## src/rtl/alu_seq_top.sv

```systemverilog
// Board-level ALU lab top: a debounced EXEC press runs one ALU op on latched operands, and the result register doubles as the accumulator.
// Latency: Y, Cout and OV update, with a one-cycle done pulse, 2 clk after the press pulse cycle; the display is purely combinational from the scan index.
// Backpressure: none. Presses that arrive while an op is in flight or the button is still held are ignored, so each debounced press runs exactly one op.
module alu_seq_top #(
  parameter int N            = 4,
  parameter int DEBOUNCE_CYC = 250000,
  parameter int SCAN_DIV     = 50000
) (
  input  logic                 clk,
  input  logic                 rst_n,
  input  logic [N-1:0]         A,
  input  logic [N-1:0]         B,
  input  logic [3:0]           F,
  input  logic                 exec_btn,
  output logic [N-1:0]         Y,
  output logic                 Cout,
  output logic                 OV,
  output logic                 busy,
  output logic                 done,
  output logic [7:0]           op_cnt,
  output logic [6:0]           seg,
  output logic [3*(N/4)-1:0]   an
);

  // Digits per displayed value, and total digits on the bank.
  localparam int D    = N / 4;
  localparam int NDIG = 3 * D;

  // Counter widths. The debounce counter only needs to reach DEBOUNCE_CYC-1.
  localparam int DB_W = $clog2(DEBOUNCE_CYC);
  localparam int SC_W = $clog2(SCAN_DIV + 1);
  localparam int IX_W = $clog2(NDIG + 1);

  localparam logic [DB_W-1:0] DB_LAST   = DB_W'(DEBOUNCE_CYC - 1);
  localparam logic [SC_W-1:0] SCAN_LAST = SC_W'(SCAN_DIV - 1);
  localparam logic [IX_W-1:0] IDX_LAST  = IX_W'(NDIG - 1);

  // FSM states
  localparam logic [1:0] ST_IDLE = 2'd0;
  localparam logic [1:0] ST_CALC = 2'd1;
  localparam logic [1:0] ST_HOLD = 2'd2;

  // ------------------------------------------------------------------
  // Button path
  // ------------------------------------------------------------------
  logic            sync_q1;
  logic            sync_q2;
  logic [DB_W-1:0] db_cnt;
  logic            db_lvl;
  logic            db_prev;
  logic            press;

  // Two-flop synchroniser for the raw, asynchronous pushbutton.
  always_ff @(posedge clk or negedge rst_n) begin
    if (!rst_n) begin
      sync_q1 <= 1'b0;
      sync_q2 <= 1'b0;
    end else begin
      sync_q1 <= exec_btn;
      sync_q2 <= sync_q1;
    end
  end

  // Count consecutive synced samples that disagree with the accepted level.
  // Any sample that agrees clears the count; the level flips once DEBOUNCE_CYC
  // disagreeing samples have arrived in a row.
  always_ff @(posedge clk or negedge rst_n) begin
    if (!rst_n) begin
      db_cnt <= '0;
      db_lvl <= 1'b0;
    end else if (sync_q2 == db_lvl) begin
      db_cnt <= '0;
    end else if (db_cnt == DB_LAST) begin
      db_lvl <= sync_q2;
      db_cnt <= '0;
    end else begin
      db_cnt <= db_cnt + 1'b1;
    end
  end

  // Delayed copy of the debounced level, used for rising-edge detection.
  always_ff @(posedge clk or negedge rst_n) begin
    if (!rst_n) begin
      db_prev <= 1'b0;
    end else begin
      db_prev <= db_lvl;
    end
  end

  // One-cycle press pulse on a debounced 0->1 transition.
  assign press = db_lvl & ~db_prev;

  // ------------------------------------------------------------------
  // Operand latch and ALU datapath
  // ------------------------------------------------------------------
  logic [1:0]   state;
  logic [N-1:0] ar;
  logic [N-1:0] br;
  // Only the invert and opcode bits are needed after the latch; F[3] is
  // consumed while choosing the A operand.
  logic [2:0]   fr;

  logic [N-1:0] bx;
  logic         cin;
  logic [N:0]   sum_ext;
  logic [N-1:0] sum;
  logic         carry;
  logic         ovf;
  logic [N-1:0] res_y;
  logic         res_c;
  logic         res_ov;

  // Adder shared by ADD/SUB and SLT. Subtraction is A + ~B + 1.
  assign bx      = fr[2] ? ~br : br;
  assign cin     = fr[2];
  assign sum_ext = {1'b0, ar} + {1'b0, bx} + {{N{1'b0}}, cin};
  assign sum     = sum_ext[N-1:0];
  assign carry   = sum_ext[N];
  assign ovf     = (ar[N-1] == bx[N-1]) & (sum[N-1] != ar[N-1]);

  // Select the result for the latched opcode. Only ADD reports carry and overflow.
  always_comb begin
    res_y  = '0;
    res_c  = 1'b0;
    res_ov = 1'b0;
    case (fr[1:0])
      2'b00: res_y = ar & bx;
      2'b01: res_y = ar | bx;
      2'b10: begin
        res_y  = sum;
        res_c  = carry;
        res_ov = ovf;
      end
      default: begin
        // The true sign of the difference is the sum's MSB corrected by overflow.
        res_y[0] = sum[N-1] ^ ovf;
      end
    endcase
  end

  // Control FSM. Operands are latched on press, so later switch changes do not
  // affect the op. HOLD waits for release so that one press runs exactly one op.
  always_ff @(posedge clk or negedge rst_n) begin
    if (!rst_n) begin
      state  <= ST_IDLE;
      ar     <= '0;
      br     <= '0;
      fr     <= '0;
      Y      <= '0;
      Cout   <= 1'b0;
      OV     <= 1'b0;
      done   <= 1'b0;
      op_cnt <= 8'd0;
    end else begin
      done <= 1'b0;
      case (state)
        ST_IDLE: begin
          if (press) begin
            ar    <= F[3] ? Y : A;
            br    <= B;
            fr    <= F[2:0];
            state <= ST_CALC;
          end
        end
        ST_CALC: begin
          Y      <= res_y;
          Cout   <= res_c;
          OV     <= res_ov;
          done   <= 1'b1;
          op_cnt <= op_cnt + 8'd1;
          state  <= ST_HOLD;
        end
        ST_HOLD: begin
          if (!db_lvl) begin
            state <= ST_IDLE;
          end
        end
        default: state <= ST_IDLE;
      endcase
    end
  end

  assign busy = (state != ST_IDLE);

  // ------------------------------------------------------------------
  // Seven-segment scan
  // ------------------------------------------------------------------
  logic [SC_W-1:0] scan_div;
  logic [IX_W-1:0] scan_idx;
  logic [3*N-1:0]  disp;
  logic [3:0]      nib;

  // Hold each digit for SCAN_DIV cycles, then move on to the next, wrapping at the last digit.
  always_ff @(posedge clk or negedge rst_n) begin
    if (!rst_n) begin
      scan_div <= '0;
      scan_idx <= '0;
    end else if (scan_div == SCAN_LAST) begin
      scan_div <= '0;
      scan_idx <= (scan_idx == IDX_LAST) ? '0 : scan_idx + 1'b1;
    end else begin
      scan_div <= scan_div + 1'b1;
    end
  end

  // Digit k shows nibble k of {A, B, Y}: the Y digits come first, then B, then A, LSD first.
  assign disp = {A, B, Y};

  // Pick the selected nibble and drive its enable low.
  always_comb begin
    nib = 4'd0;
    an  = '1;
    for (int k = 0; k < NDIG; k++) begin
      if (scan_idx == IX_W'(k)) begin
        nib   = disp[4*k +: 4];
        an[k] = 1'b0;
      end
    end
  end

  // Hex font, segments g..a, active-low.
  always_comb begin
    seg = 7'h7F;
    case (nib)
      4'h0: seg = 7'h40;
      4'h1: seg = 7'h79;
      4'h2: seg = 7'h24;
      4'h3: seg = 7'h30;
      4'h4: seg = 7'h19;
      4'h5: seg = 7'h12;
      4'h6: seg = 7'h02;
      4'h7: seg = 7'h78;
      4'h8: seg = 7'h00;
      4'h9: seg = 7'h10;
      4'hA: seg = 7'h08;
      4'hB: seg = 7'h03;
      4'hC: seg = 7'h46;
      4'hD: seg = 7'h21;
      4'hE: seg = 7'h06;
      4'hF: seg = 7'h0E;
      default: seg = 7'h7F;
    endcase
  end

endmodule
```

## config.mk

```make
export PLATFORM = sky130hd
export DESIGN_NAME = alu_seq_top
export DESIGN_NICKNAME = d
export VERILOG_FILES = /design/src/rtl/alu_seq_top.sv
export SDC_FILE = /design/constraint.sdc
export NUM_CORES = 1
export LEC_CHECK = 0
export ABC_CLOCK_PERIOD_IN_PS = 2600
export CORE_ASPECT_RATIO = 1.4
export CORE_UTILIZATION = 45
export DETAILED_ROUTE_END_ITERATION = 10
export GPL_TIMING_DRIVEN = 0
export HOLD_SLACK_MARGIN = 0.05
export PLACE_DENSITY = 0.66
export SLEW_MARGIN = 25
export SYNTH_ARGS = -nofsm -noshare
export SYNTH_HDL_FRONTEND = slang
export SYNTH_SLANG_ARGS = --single-unit
export TNS_END_PERCENT = 20
```

## constraint.sdc

```tcl
create_clock -name clk -period 2.6 [get_ports clk]
set_clock_uncertainty 0.2 [all_clocks]
set_input_delay 0.26 -clock clk [delete_from_list [all_inputs] [get_ports clk]]
set_output_delay 0.26 -clock clk [all_outputs]
set_load 0.005 [all_outputs]
```

==> flow_summary.yaml <==
clock_network:
  cts_root_buffer: "clkbuf_8"
  htreeDepth: 3
  cts_buffer_depth: 2
  clock_latency_ns: 0.35
  clk_pin_slew_ns: 0.08
  cts.sink_count: 68
  cts_buffers: 9
  cts_tree: "done"
grt:
  grt_overflow_total: 0
  grt_pass1_wl_mm: 13.4
  grt_use_total_pct: 20.0
  antenna_found_initial: 0
  grt_max_degree: 54
  grt_pass1_vias: 2891
worst_setup_path:
  slowest_stage: "dfrtp_1"
  crit_path_cell_trace: "buf_6, mux2_4, a22oi_2, inv_2, buf_6, ha_4, mux2_4, o21ai_2, buf_2"
  r2r_slack_ns: 0.25
  cp-end-kind: "primary output"
  r2r_start: "fr[2]"
  crit_fanout: 6
  crit_required_ns: 2.14
  reg2reg_depth: 8
  cp_slowest_stage_delay_ns: 0.39
  crit_type: "reg -> out"
  cp.arrival_ns: 2.25
  path_buf_inv: 4
  critPathLaunchType: "register"
  reg2reg_to: "Y[3]"
  critPathTopFamily: "multiplexers"
detailed_routing:
  drc: 0
  dr.pass1.iters: 4
  finalWirelength_mm: 7.75
  ant_nets: 0
  vias_per_cell: 5.34
  wl_per_cell_um: 14.6
  drt_first_iter_violations: 113
  num_vias: 2837
timing:
  rsz0062_at_grt: "true"
  period_needed_ns: 2.71
  hold_viol: 0
  fin_ws_ns: -0.106
  fmax_mhz: 370
  finalMaxSlewViolations: 0
  fin_tns_setup_ns: -0.303
  max-slew-margin-rel_pct: 35.9
  fin_crit_sh_pct: 104
  setup_viol: 6
  max_slew.worst_pin.slew_ns: 0.960
pwr:
  irDropWorstVdd_uv: 327
  leakagePower_uw: 0.00216
  powerDensity_mw_per_mm2: 463
die:
  start_util_pct: 47.2
  ios: 41
  fp-row-count: 38
  fp.dieArea_mm2: 0.00864
  fp.dieH_um: 110
  die_x_um: 78.9
  core_mm2: 0.00789
place:
  gp_congestion: 0.800
  dp_hpwl_mm: 5.38
  placed_area_mm2: 0.00426
  io_buffers: 39
  dpl.cell_count: 497
final_layout:
  finalNetCount: 459
  fin_area_mm2: 0.00472
  area_growth_pct: 26.9
  final_util_pct: 59.9
  diodes: 0
  instances_no_fill: 531
  drive_gt1_share_pct: 20.0
  num-fill-cells: 674
synthesis:
  ys_seq_area_share_pct: 45.7
  yosysTopAreaCell: "dfrtp_1"
  synth_cell_types: 53
  synthesis.area_mm2: 0.00372
  syn_avg_cell_area_um2: 10.4
  ys_ff_latch: 68
  syn_inst: 357
  synth_top_flop_cell: "dfrtp_1"
  synthArstFlopShare_pct: 100
  synth_common_cells: "dfrtp_1, nor2_1, nand2_1, xnor2_1, inv_1"
  synth_area_leaders: "dfrtp_1, ha_1, xnor2_1, xor2_1, mux2i_1"
  ys_warn_count: 0
  synth_most_common_cell: "dfrtp_1"
  synthesis.nets: 390
  synth_edf_count: 0
  synth_top_area_share_pct: 45.7
run_status:
  violations: "setup timing"
  status: "complete, but fails checks"
run:
  drv_cap: 0
min_path:
  hold_class: "in -> async"
-- logic make-up (layout without fill, tap and decap cells) --
logic type	after synthesis	in the layout	synth area share, %
buffers and inverters	34	108	3.97
DFF	68	68	45.7
and+or+nand+nor	127	127	17.7
muxes	28	28	8.03
xor gates and xnor gates	43	43	10.1
adders and majority gates	18	18	6.25
AOI/OAI and AO/OA	39	39	8.20
-- layer usage --
metal / up-vias / part of all wire, % / GRT usage [%]
met4: 0 / 2.9 / 11.8
met3: 18 / 3.7 / 3.15
li1: 1372 / - / -
met1: 1387 / 42 / 22.5
met2: 60 / 52 / 35.7
met5: - / 0 / 0
-- state kept, by name, summed over array words and instances (netlist names) --
| register | flops |
|---|---|
| db_cnt | 18 |
| scan_div | 16 |
| op_cnt | 8 |
| Y | 4 |
| ar | 4 |
| br | 4 |
| fr | 3 |
| scan_idx | 2 |
| state | 2 |
| Cout | 1 |
| OV | 1 |
| db_lvl | 1 |
| db_prev | 1 |
| done | 1 |
| sync_q1 | 1 |
| sync_q2 | 1 |
-- report_power, final --
part	leakage, µW	switching (µW)	internal (µW)
clock network	0.000115	418	633
logic	0.00114	37.6	31.6
registers	0.000908	4.63	1060
-- final cells by class --
type | instances | area (µm²) | share of cell area, %
Tap cell | 100 | 125 | 2.65
Clock buffer | 9 | 124 | 2.62
Timing Repair Buffer | 58 | 529 | 11.2
Multi-Input combinational cell | 255 | 1970 | 41.7
Sequential cell | 68 | 1700 | 36.0
Inverter | 24 | 90.1 | 1.91
Buffer | 10 | 67.6 | 1.43
Clock inverter | 7 | 115 | 2.44
-- worst max path at each step --
stage,start,cells past startpoint,endpoint
2_1_floorplan,scan_idx[0],7,seg[4]
4_1_cts,scan_idx[0],9,seg[4]
5_1_grt,scan_idx[0],9,seg[4]
6_report,scan_idx[0],9,seg[4]
3_3_place_gp,rst_n,1,Y[2]
3_5_place_dp,B[1],8,seg[4]
-- through the flow --
stage                     hold WS [ns]  worst slack, ns  total power (µW)
after detailed placement       -0.0577           -0.626              1160
final                            0.107           -0.106              2190
after CTS                        0.102           -0.113              2210
after floorplan                 -0.236            0.190              1100
after global placement           0.136            -1.25              1150
after global routing             0.132           -0.173              2270
-- repair_timing --
action	in CTS	in global routing
hold buffers	1	0
pin swaps	5	0
gates resized for setup	48	4
setup endpoints to repair	7	7
buffers inserted	13	4
endpoints found under the hold margin	68	0
-- cells in the final DEF (no fill, tap or decap), drive strengths merged, types with 12 or more instances in the layout --
master | synthesis | layout
dfrtp | 68 | 68
nor2 | 36 | 36
buf | 8 | 32
clkdlybuf4s50 | 0 | 31
nand2 | 24 | 24
xnor2 | 24 | 24
inv | 23 | 23
xor2 | 19 | 19
nand3 | 18 | 18
ha | 17 | 17
mux2i | 16 | 16
clkbuf | 2 | 13
mux2 | 12 | 12
Power figures use the tool's default switching activity.
